`src/rtl/ms_enc_scheduler.sv`:
```
// ms_enc_scheduler
// Feeds the multi-symbol range encoder core from a valid/ready symbol stream.
// Symbols are packed into chunks of up to SYMS_PER_CHUNK bytes, the encoder is
// held in reset for ENC_RST_CYCLES, then run until it raises its finish flag.
// Output-BRAM write strobes are counted per job, and a RUN phase that never
// finishes is abandoned after TIMEOUT cycles with a sticky error flag.
module ms_enc_scheduler #(
    parameter int SYMS_PER_CHUNK = 5,
    parameter int ENC_RST_CYCLES = 2,
    parameter int TIMEOUT        = 1024
) (
    input  logic                        i_clk,
    input  logic                        i_rst_n,
    input  logic                        i_start,
    input  logic [31:0]                 i_len,
    input  logic                        i_sym_valid,
    input  logic [7:0]                  i_sym,
    output logic                        o_sym_ready,
    output logic                        o_enc_rst_n,
    output logic                        o_enc_en,
    output logic [8*SYMS_PER_CHUNK-1:0] o_enc_data,
    output logic [31:0]                 o_enc_size,
    input  logic                        i_enc_finish,
    input  logic                        i_enc_we,
    output logic                        o_busy,
    output logic                        o_done,
    output logic [15:0]                 o_chunk_cnt,
    output logic [31:0]                 o_byte_cnt,
    output logic                        o_err_timeout
);

    localparam int CW = 8 * SYMS_PER_CHUNK;
    localparam int FW = $clog2(SYMS_PER_CHUNK + 1);
    localparam int LW = (ENC_RST_CYCLES > 1) ? $clog2(ENC_RST_CYCLES) : 1;
    localparam int TW = (TIMEOUT > 1) ? $clog2(TIMEOUT) : 1;

    typedef enum logic [2:0] {
        ST_IDLE,
        ST_FILL,
        ST_LAUNCH,
        ST_RUN,
        ST_DONE
    } state_t;

    state_t          r_state;
    logic [31:0]     r_remaining;
    logic [FW-1:0]   r_fill_cnt;
    logic [LW-1:0]   r_launch_cnt;
    logic [TW-1:0]   r_timer;
    logic            r_sym_ready;
    logic            r_enc_rst_n;
    logic            r_enc_en;
    logic [CW-1:0]   r_enc_data;
    logic [31:0]     r_enc_size;
    logic            r_busy;
    logic            r_done;
    logic [15:0]     r_chunk_cnt;
    logic [31:0]     r_byte_cnt;
    logic            r_err_timeout;

    logic [FW-1:0]   w_target;
    logic [FW-1:0]   w_fill_next;
    logic            w_accept;
    logic [31:0]     w_rem_after;

    // Chunk size for the current fill: a full chunk, or whatever is left of the job.
    // NOTE: every signal written in always_comb gets a default first, so no path can infer a latch.
    always_comb begin
        w_target = FW'(SYMS_PER_CHUNK);
        if (r_remaining < 32'(SYMS_PER_CHUNK)) begin
            w_target = r_remaining[FW-1:0];
        end
    end

    assign w_accept    = r_sym_ready & i_sym_valid;
    assign w_fill_next = r_fill_cnt + FW'(1);
    assign w_rem_after = r_remaining - r_enc_size;

    // Scheduler FSM; every output is registered so the encoder sees glitch-free controls.
    // NOTE: sequential state uses non-blocking assignments so all registers update together at the edge.
    always_ff @(posedge i_clk) begin
        if (!i_rst_n) begin
            r_state       <= ST_IDLE;
            r_remaining   <= '0;
            r_fill_cnt    <= '0;
            r_launch_cnt  <= '0;
            r_timer       <= '0;
            r_sym_ready   <= 1'b0;
            r_enc_rst_n   <= 1'b0;
            r_enc_en      <= 1'b0;
            r_enc_data    <= '0;
            r_enc_size    <= '0;
            r_busy        <= 1'b0;
            r_done        <= 1'b0;
            r_chunk_cnt   <= '0;
            r_byte_cnt    <= '0;
            r_err_timeout <= 1'b0;
        end else begin
            r_done <= 1'b0;
            case (r_state)
                ST_IDLE: begin
                    r_enc_rst_n <= 1'b0;
                    r_enc_en    <= 1'b0;
                    r_sym_ready <= 1'b0;
                    if (i_start) begin
                        r_remaining   <= i_len;
                        r_chunk_cnt   <= '0;
                        r_byte_cnt    <= '0;
                        r_err_timeout <= 1'b0;
                        r_fill_cnt    <= '0;
                        r_enc_data    <= '0;
                        r_busy        <= 1'b1;
                        if (i_len == 32'd0) begin
                            r_state <= ST_DONE;
                            r_done  <= 1'b1;
                        end else begin
                            r_state     <= ST_FILL;
                            r_sym_ready <= 1'b1;
                        end
                    end
                end

                ST_FILL: begin
                    if (w_accept) begin
                        for (int k = 0; k < SYMS_PER_CHUNK; k++) begin
                            if (r_fill_cnt == FW'(k)) begin
                                r_enc_data[8*k +: 8] <= i_sym;
                            end
                        end
                        r_fill_cnt <= w_fill_next;
                        // The last accept of the chunk closes the fill immediately so
                        // ready drops next cycle and the launch latency stays fixed.
                        if (w_fill_next == w_target) begin
                            r_sym_ready  <= 1'b0;
                            r_enc_size   <= 32'(w_target);
                            r_launch_cnt <= '0;
                            r_state      <= ST_LAUNCH;
                        end
                    end
                end

                ST_LAUNCH: begin
                    r_enc_rst_n <= 1'b0;
                    r_enc_en    <= 1'b0;
                    if (r_launch_cnt == LW'(ENC_RST_CYCLES - 1)) begin
                        r_enc_rst_n <= 1'b1;
                        r_enc_en    <= 1'b1;
                        r_timer     <= '0;
                        r_state     <= ST_RUN;
                    end else begin
                        r_launch_cnt <= r_launch_cnt + LW'(1);
                    end
                end

                ST_RUN: begin
                    if (i_enc_we) begin
                        r_byte_cnt <= r_byte_cnt + 32'd1;
                    end
                    if (i_enc_finish) begin
                        r_chunk_cnt <= r_chunk_cnt + 16'd1;
                        r_remaining <= w_rem_after;
                        r_fill_cnt  <= '0;
                        r_enc_rst_n <= 1'b0;
                        r_enc_en    <= 1'b0;
                        if (w_rem_after == 32'd0) begin
                            r_state <= ST_DONE;
                            r_done  <= 1'b1;
                        end else begin
                            r_state     <= ST_FILL;
                            r_sym_ready <= 1'b1;
                            r_enc_data  <= '0;
                        end
                    end else if (r_timer == TW'(TIMEOUT - 1)) begin
                        // Encoder never finished: abandon the job, chunk not counted.
                        r_err_timeout <= 1'b1;
                        r_enc_rst_n   <= 1'b0;
                        r_enc_en      <= 1'b0;
                        r_state       <= ST_DONE;
                        r_done        <= 1'b1;
                    end else begin
                        r_timer <= r_timer + TW'(1);
                    end
                end

                ST_DONE: begin
                    r_enc_rst_n <= 1'b0;
                    r_enc_en    <= 1'b0;
                    r_sym_ready <= 1'b0;
                    r_busy      <= 1'b0;
                    r_state     <= ST_IDLE;
                end

                default: begin
                    r_state <= ST_IDLE;
                end
            endcase
        end
    end

    assign o_sym_ready   = r_sym_ready;
    assign o_enc_rst_n   = r_enc_rst_n;
    assign o_enc_en      = r_enc_en;
    assign o_enc_data    = r_enc_data;
    assign o_enc_size    = r_enc_size;
    assign o_busy        = r_busy;
    assign o_done        = r_done;
    assign o_chunk_cnt   = r_chunk_cnt;
    assign o_byte_cnt    = r_byte_cnt;
    assign o_err_timeout = r_err_timeout;

endmodule

```
`config.mk`:
```
export PLATFORM = sky130hd
export DESIGN_NAME = ms_enc_scheduler
export DESIGN_NICKNAME = d
export VERILOG_FILES = /design/src/rtl/ms_enc_scheduler.sv
export SDC_FILE = /design/constraint.sdc
export NUM_CORES = 1
export LEC_CHECK = 0
export BUFFER_PORTS_ARGS = -buffer_cell sky130_fd_sc_hd__buf_2
export CAP_MARGIN = 20
export CORE_ASPECT_RATIO = 0.5
export CORE_UTILIZATION = 53
export CTS_CLUSTER_SIZE = 20
export DETAILED_ROUTE_END_ITERATION = 16
export PLACE_DENSITY = 0.79
export SLEW_MARGIN = 20
export SYNTH_ARGS = -nofsm -noshare
export SYNTH_HDL_FRONTEND = slang
export SYNTH_SLANG_ARGS = --single-unit
```
`constraint.sdc`:
```
create_clock -name i_clk -period 5 [get_ports i_clk]
set_input_delay 0.75 -clock i_clk [delete_from_list [all_inputs] [get_ports i_clk]]
set_output_delay 0.75 -clock i_clk [all_outputs]
set_load 0.005 [all_outputs]
```
==> results of run 1 <==
registers in the layout, summed over array words and instances (netlist names):
| signal | cells |
|---|---|
| o_enc_data | 40 |
| o_byte_cnt | 32 |
| r_remaining | 32 |
| o_chunk_cnt | 16 |
| r_timer | 10 |
| o_enc_size | 3 |
| r_fill_cnt | 3 |
| r_state | 3 |
| o_busy | 1 |
| o_done | 1 |
| o_enc_en | 1 |
| o_err_timeout | 1 |
| o_sym_ready | 1 |
| r_launch_cnt | 1 |
critical path, stage by stage (launching register included):
cell and delay, ns:
dfxtp_1 0.38, or4_1 0.76, nor4_1 0.61, and4_1 0.38, xor2_1 0.23, nor3_1 0.10, nand4b_1 0.17, nor4_4 0.09
nor3b_1 0.65, buf_4 0.28, mux2i_1 0.21
cells by family after synthesis:
group                    Yosys count  share of synthesized area (%)
AND/OR/NAND/NOR                  411                          26.32
AO/OA/AOI/OAI                    151                          12.56
flip-flops                       145                          38.51
buffers and inverters             94                          6.440
XOR/XNOR                          69                          8.017
multiplexers                      45                          6.008
adder cells (fa/ha/maj)           12                          2.091
other                              1                        0.04974
power by group through the flow:
stage / sequential, W / clock [W] / combinational (W)
floorplan: 0.00143 / 0 / 0.00112
global placement: 0.00148 / 0 / 0.00142
detailed placement: 0.00149 / 0 / 0.00145
CTS: 0.00147 / 0.00131 / 0.00146
global route: 0.00149 / 0.00136 / 0.00161
finish: 0.00147 / 0.00129 / 0.00149
cell type report:
type	instances	area, um^2	share of cell area [%]
Clock buffer	19	452.9	5.115
Inverter	16	60.06	0.6783
Sequential cell	145	2903	32.78
Tap cell	192	240.2	2.713
Timing Repair Buffer	153	793.3	8.959
Clock inverter	13	142.6	1.611
Multi-Input combinational cell	717	4263	48.14
routing by layer:
metal / global-route usage, % / part of all wire, % / up-vias
met4: 9.582 / 2.1 / 0
met3: 7.626 / 9.4 / 39
met1: 36.34 / 45 / 3360
li1: - / - / 3463
met5: 0 / 0 / -
met2: 44.38 / 44 / 344
synthesized netlist by cell type, types with 15 or more instances:
cell type	instances
mux2i_1	43
o21ai_0	32
dfxtp_1	145
a21oi_1	56
xor2_1	51
clkbuf_1	37
nand3_1	47
nor3_1	25
nor2_1	121
inv_1	15
nand4_1	19
buf_4	34
xnor2_1	18
nor4_1	20
nand2_1	110
per-stage QoR:
stage	instance area [um^2]	hold WS [ns]	util (%)
after floorplan	7644	0.4511	-
after global placement	8259	0.4403	60.28
after detailed placement	8259	0.4430	60.28
after CTS	8855	0.4578	64.63
after global routing	8855	0.4746	64.63
final	8855	0.4568	64.63
final timing paths:
kind | cells past startpoint | endpoint | slack [ns]
max | 10 | o_enc_data[0] | 1.05
min | 2 | o_enc_data[37] | 0.46
max reg2reg | 10 | o_enc_data[0] | 1.05
min reg2reg | 2 | o_enc_data[37] | 0.46
==> results.ini, run 1 <==
[cts]
clockRootBuffer = clkbuf_16
clk_pin_slew_ns = 0.06
cts-buffers-inserted = 17
cts_hold_buf = 0
cts_sinks = 145
cts_post_setup_buffers_inserted = 0
max-clock-path-buffers = 2
cts_resized = 0
cts_tree = built
cts.htree.levels = 4
clk_latency_ns = 0.42

[die]
core_area_um2 = 13700
die_height_um = 86.33
die_w_um = 170.7
row_count = 30
start_util_pct = 55.02
pin_count = 172
design.die.area_um2 = 14730

[timing]
finalWorstSetupSlack_ns = 1.054
setup_tns_ns = 0
worst_pin_slew_ns = 0.9997
hold_viol_final = 0
finalCritPeriodShare_pct = 78.92
max_freq_ghz = 0.2534
timing.slew.headroom_pct = 33.11
drv_slew = 0
finalSetupViolCount = 0
worst_clock_skew_ns = 0.01413
final.min_clock_period_ns = 3.946
rsz0062_at_grt = false

[grt]
grt_max_degree = 57
antenna_found_initial = 0
grt_pass1_wl_um = 32460
grt-ovfl-total = 0
track_usage_pct = 27.79
first_global_vias = 6494

[power_and_ir_drop]
powerDensity_nw_per_um2 = 479.8
comb_power_share_pct = 35.0
internal_power_w = 0.002597
p_leak_nw = 3.691
seq_power_share_pct = 34.7
switchingPower_w = 0.001651
power.total_w = 0.004248
p_clk_share_pct = 30.3
ir_drop_mv = 0.3221
swShare_pct = 38.87

[min_path]
worstHoldPathType = register to register
hold_path.startpoint = o_enc_data[37]

[status]
status = finished clean

[layout]
layout.cells.non_filler = 1255
antennaDiodeCount = 0
drive_gt1_share_pct = 18.44
mostFrequentLayoutCells = 145 x dfxtp_1, 142 x buf_2, 121 x nor2_1
fillers = 1181
final_common_cell = dfxtp_1
nets = 1108
syn_to_final_growth_pct = 17.46

[synth]
synth_area_per_cell_um2 = 8.123
yosys_warnings = 0
synth-edff-count = 0
syn_area_um2 = 7538
ys_ff_latch = 145
synth.area.top_cells = dfxtp_1 39%, nor2_1 6.0%, xor2_1 5.9%, mux2i_1 5.7%, nand2_1 5.5%
ys_async_sr_fraction_pct = 0
synth_area_leader_cell = dfxtp_1
synth.distinct_cells = 62
yosysSeqAreaShare_pct = 38.51
netlist.area_leader.share_pct = 38.51
synthFlopType = dfxtp_1
synthCells = 928

[critical_path]
crit_type = register to register
startpoint_type = register
crit_path_start = r_remaining[4]
end_kind = register
reg2reg_from = r_remaining[4]
cp.arrival_ns = 4.28
crit_required_ns = 5.33
critical_path.max_fanout = 10

[placed_design]
dp_slack_ns = 1.207
dp.cells = 1223
gp_congestion = 1.005
portBuffers = 142
place.detailed.hpwl_um = 14280

[routing]
vias = 7206
wire_per_inst_um = 16.40
ant_nets = 0
route.detailed.drc = 0
vias_per_cell = 5.742
drt_iter0_drc = 625
routed_wl_um = 20580
firstDrtPassIters = 5

[run]
maxCapViolCount = 0

No activity file was read; power rests on OpenSTA's default activity.
==> run 2: changes to the inputs <==
ABC_AREA = 1   (was unset)
CORE_UTILIZATION = 50   (was 53)
PLACE_DENSITY = 0.77   (was 0.79)
clock period = 3.6 ns   (was 5 ns; I/O delays follow)
==> results.ini, run 2 <==
[status]
status = finished clean

[synth]
yosys_warnings = 0
ys_ff_latch = 145
synth_compound_area_share_pct = 12.02
synth.area.top_cells = dfxtp_1 35%, nand2_1 15%, nor2_1 9.0%, inv_1 8.4%, a21oi_1 4.3%
yosys.area_share.simple_pct = 36.83
synth.distinct_cells = 45
synth_area_leader_cell = dfxtp_1
synthTopCellsByCount = 335 x nand2_1, 199 x nor2_1, 185 x inv_1
synth_top_family_by_area = simple AND/OR/NAND/NOR gates
muxShareOfSynthArea_pct = 0
synth_xor_area_share_pct = 0.7428
synth-edff-count = 0
synth_area_per_cell_um2 = 6.459
syn_area_um2 = 8254
netlist.area_leader.share_pct = 35.17
synthCells = 1278
synthFlopType = dfxtp_1
synth_adder_area_share_pct = 1.910
post-synth-top-count-cell = nand2_1
yosysSeqAreaShare_pct = 35.17
ys_async_sr_fraction_pct = 0

[cts]
cts_tree = built
clk_latency_ns = 0.43
cts.htree.levels = 4
cts_post_setup_buffers_inserted = 0
cts-buffers-inserted = 17
cts_sinks = 145
clockRootBuffer = clkbuf_16
max-clock-path-buffers = 2
clk_pin_slew_ns = 0.06
cts_resized = 0
cts_hold_buf = 0

[run]
maxCapViolCount = 0

[critical_path]
crit_type = register to register
end_kind = register
path_cells = inv_1, ha_1, fa_1, inv_1, nand2_1, nand2_2, nor2_2, nand2_1, inv_2, nand3_1, nand2_1, nor2_1, nand2_1, nor2_2, nand4_4, nand3_4, nand2_1, nand2_1, nor2_1
critical_path.max_stage_delay_ns = 0.41
slowest_stage = fa_1
cpMostUsedCell = nand2_1
startpoint_type = register
critical_path.max_fanout = 18
cp.arrival_ns = 3.37
crit_required_ns = 3.92

[timing]
worst_clock_skew_ns = 0.01082
setup_tns_ns = 0
finalCritPeriodShare_pct = 84.60
drv_slew = 0
worst_pin_slew_ns = 0.8401
max_freq_ghz = 0.3283
final.min_clock_period_ns = 3.046
rsz0062_at_grt = false
timing.slew.headroom_pct = 43.93
hold_viol_final = 0
finalSetupViolCount = 0

[routing]
ant_nets = 0
routed_wl_um = 21790
vias_per_cell = 5.179
drt_iter0_drc = 561
firstDrtPassIters = 7
route.detailed.drc = 0
wire_per_inst_um = 13.24
vias = 8525

[placed_design]
portBuffers = 142
placed_cell_area_um2 = 9007
place.detailed.hpwl_um = 16240
gp_congestion = 0.9721

[grt]
grt_max_degree = 54
grt-ovfl-total = 0
antenna_found_initial = 1
grt_pass1_wl_um = 35770
first_global_vias = 7654
track_usage_pct = 26.35

[power_and_ir_drop]
powerDensity_nw_per_um2 = 734.5
p_leak_nw = 4.614
ir_drop_mv = 0.4475

[die]
pin_count = 172
start_util_pct = 52.32
die_w_um = 183.7
die_height_um = 92.85
core_area_um2 = 15780
design.die.area_um2 = 17060
row_count = 32

[min_path]
worstHoldPathType = primary input to register

[layout]
drive_gt1_share_pct = 14.89
largest_reg_flops = 40
mostFrequentLayoutCells = 335 x nand2_1, 198 x nor2_1, 185 x inv_1
final_common_cell = nand2_1
fillers = 1535
design_area_um2 = 9573
syn_to_final_growth_pct = 15.98
nets = 1470

==> run 2: cell count changes after synthesis, moves of 9 or more <==
cell      change
clkbuf_1     -19
nand4_1      +11
a22oi_1      +19
nor2_1       +78
inv_1       +170
and4_1        -9
a21oi_1      +15
xor2_1       -44
and3_1       -13
nand2_1     +225
or3_1        -14
mux2i_1      -43
xnor2_1      -18
==> run 2: report_power, final <==
part | total, W | internal (W) | switching (W)
Clock | 0.00173 | 0.00103 | 0.000702
Combinational | 0.00316 | 0.00104 | 0.00211
Sequential | 0.00214 | 0.00190 | 0.000244
Total | 0.00703 | 0.00397 | 0.00306
==> run 2: cell families (layout without fill, tap and decap cells) <==
logic type      after synthesis  in the layout
other cells                   1             30
simple gates                692            692
flops                       145            145
fa+ha+maj                    12             12
compound gates              171            171
xor+xnor                      7              7
buf+inv                     250            368
==> run 2: layout make-up <==
type	count	area [um^2]	share of cell area (%)
repair buffers	148	755.7	7.894
clock buffers	21	450.4	4.705
well taps	221	276.5	2.889
diodes	1	2.502	0.02614
inverters	189	709.4	7.411
flip-flops and latches	145	2903	30.32
clock inverters	10	112.6	1.176
multi-input cells	911	4363	45.58
==> run 2: worst paths after layout <==
check	to	cells after the start	startpoint	slack [ns]
max reg2reg	o_enc_data[18]	19	r_remaining[0]	0.55
min reg2reg	o_err_timeout	1	o_err_timeout	0.47
min	r_remaining[0]	3	i_len[0]	0.40
max	o_enc_data[18]	19	r_remaining[0]	0.55
==> run 2: per-layer routing <==
layer / wire length, um / part of all wire, % / up-vias / GRT usage (%)
met3: 1994 / 9.1 / 45 / 6.646
met4: 446 / 2.0 / 0 / 9.792
met5: 0 / 0 / - / 0
li1: - / - / 4290 / -
met2: 9654 / 44 / 345 / 43.72
met1: 9698 / 45 / 3845 / 33.03
==> run 2: critical path: cells and delay by family, from the launching register on <==
kind / cells / cell delay (ns)
simple gates: 14 / 1.73
fa+ha+maj: 2 / 0.63
flops: 1 / 0.34
buf+inv: 3 / 0.22
==> run 2: stage by stage <==
stage | utilization [%] | hold WS, ns | setup slack (ns) | power [W] | instances
final | 60.68 | 0.3955 | 0.5543 | 0.007031 | 1646
after global routing | 60.67 | 0.3949 | 0.2480 | 0.007592 | 1645
after CTS | 60.67 | 0.3891 | 0.5724 | 0.007016 | 1645
after detailed placement | 57.10 | 0.4582 | 0.5969 | 0.005279 | 1614
after global placement | 57.10 | 0.4443 | 0.6869 | 0.005187 | 1614
after floorplan | - | 0.4408 | 1.026 | 0.004582 | 1306
==> run 3: changes to the inputs <==
clock period = 2.6 ns   (was 3.6 ns; I/O delays follow)
==> results.ini, run 3 (synthesis gave the netlist of run 2 again) <==
[grt]
grt-ovfl-total = 0
grt_pass1_wl_um = 38360
antenna_found_initial = 1
track_usage_pct = 28.55
first_global_vias = 8214
grt_max_degree = 38

[critical_path]
critical_path.max_stage_delay_ns = 0.35
crit_required_ns = 2.92
cp.arrival_ns = 3.03
path_cells = inv_2, ha_4, fa_2, inv_2, nand2_2, nand2_4, nor2_4, nand2_2, inv_2, nand3b_1, nand2_1, nor2_1, nand2_1, nor2_4, nand4_4, clkbuf_16, nand3_4, nand2_1, nand2_2, nor2_2
end_kind = register
critical_path.max_fanout = 7
startpoint_type = register
slowest_stage = fa_2
crit_type = register to register

[routing]
vias = 8924
firstDrtPassIters = 6
vias_per_cell = 5.216
route.detailed.drc = 0
routed_wl_um = 24060
ant_nets = 0
drt_iter0_drc = 585
wire_per_inst_um = 14.06

[layout]
final_core_util_pct = 66.29
mostFrequentLayoutCells = 301 x nand2_1, 183 x nor2_1, 177 x inv_1
largest_reg_flops = 40
final_common_cell = nand2_1
syn_to_final_growth_pct = 26.69
nets = 1538
drive_gt1_share_pct = 23.96
antennaDiodeCount = 0
design_area_um2 = 10460
fillers = 1374

[timing]
rsz0062_at_grt = true
hold_viol_final = 0
whs_ns = 0.2363
finalWorstSetupSlack_ns = -0.1089
timing.slew.headroom_pct = 38.16
worst_clock_skew_ns = 0.007714
worst_pin_slew_ns = 0.9179
finalSetupViolCount = 41
finalCritPeriodShare_pct = 104.2
final.min_clock_period_ns = 2.709
drv_slew = 0
max_freq_ghz = 0.3692

[cts]
clk_latency_ns = 0.43
cts.htree.levels = 4
clockRootBuffer = clkbuf_16
cts_sinks = 145
cts-buffers-inserted = 17
max-clock-path-buffers = 2
cts_tree = built
clk_pin_slew_ns = 0.06

[die]
core_area_um2 = 15780
start_util_pct = 52.32
design.die.area_um2 = 17060
pin_count = 172
die_height_um = 92.85
row_count = 32
die_w_um = 183.7

[placed_design]
placed_cell_area_um2 = 9298
portBuffers = 142
place.detailed.hpwl_um = 16730
dp_slack_ns = -0.1678
gp_congestion = 0.9413

[power_and_ir_drop]
ir_drop_mv = 0.5779
powerDensity_nw_per_um2 = 1040
power.total_w = 0.01088
p_leak_nw = 5.025

[status]
violations = setup timing
status = complete, but fails checks

[run]
maxCapViolCount = 0

[min_path]
worstHoldPathType = primary input to register

## run 3: cell count changes in the layout (fill, tap and decap cells not counted), sizes merged
cell	previous run	this run
buf	148	209
clkinv	4	3
clkinvlp	5	7
diode	1	0
inv	188	187
nand3	52	57
## run 3: worst paths after layout
check	from	cells past startpoint	slack [ns]	to
setup / recovery	r_remaining[0]	20	-0.11	o_enc_data[2]
hold / removal	i_len[0]	3	0.24	r_remaining[0]
setup reg to reg	r_remaining[0]	20	-0.11	o_enc_data[2]
hold reg to reg	o_err_timeout	1	0.47	o_err_timeout
## run 3: routing by layer
layer  track usage [%]  wire length (um)
met1             34.92             10330
met2             48.48             11070
met3             6.921              2166
met4             11.11               490
met5                 0                 0
## run 3: layout make-up
cell class | instances | area (um^2) | area share [%]
multi-input combinational | 916 | 4692 | 44.87
sequential | 145 | 2913 | 27.85
timing repair buffer | 210 | 1287 | 12.31
inverter | 189 | 713.2 | 6.820
clock buffer | 20 | 456.7 | 4.367
tap | 221 | 276.5 | 2.644
clock inverter | 9 | 111.4 | 1.065
timing repair inverter | 1 | 7.507 | 0.07179
## run 3: metrics by stage
stage	TNS, ns	cells
2_1_floorplan	0	1306
3_3_place_gp	-3.199	1651
3_5_place_dp	-5.322	1651
4_1_cts	-0.7378	1702
5_1_grt	-7.454	1711
6_report	-1.991	1711
## run 3: worst max-delay path: cells and delay by family (launching register included)
kind / cells / cell delay (ns)
flip-flops: 1 / 0.34
AND/OR/NAND/NOR: 14 / 1.33
buffers and inverters: 4 / 0.42
adder cells (fa/ha/maj): 2 / 0.50
## run 3: power breakdown
part	internal, W	switching, W
Sequential	0.00263	0.000353
Combinational	0.00203	0.00345
Clock	0.00144	0.000970
## run 3: timing repair
| action | in CTS | in global routing |
|---|---|---|
| pin swaps | 29 | 45 |
| hold buffers | 0 | 0 |
| cloned | 8 | 0 |
| gates resized for setup | 39 | 59 |
| setup buffers | 14 | 9 |
| endpoints found under the setup margin | 43 | 56 |
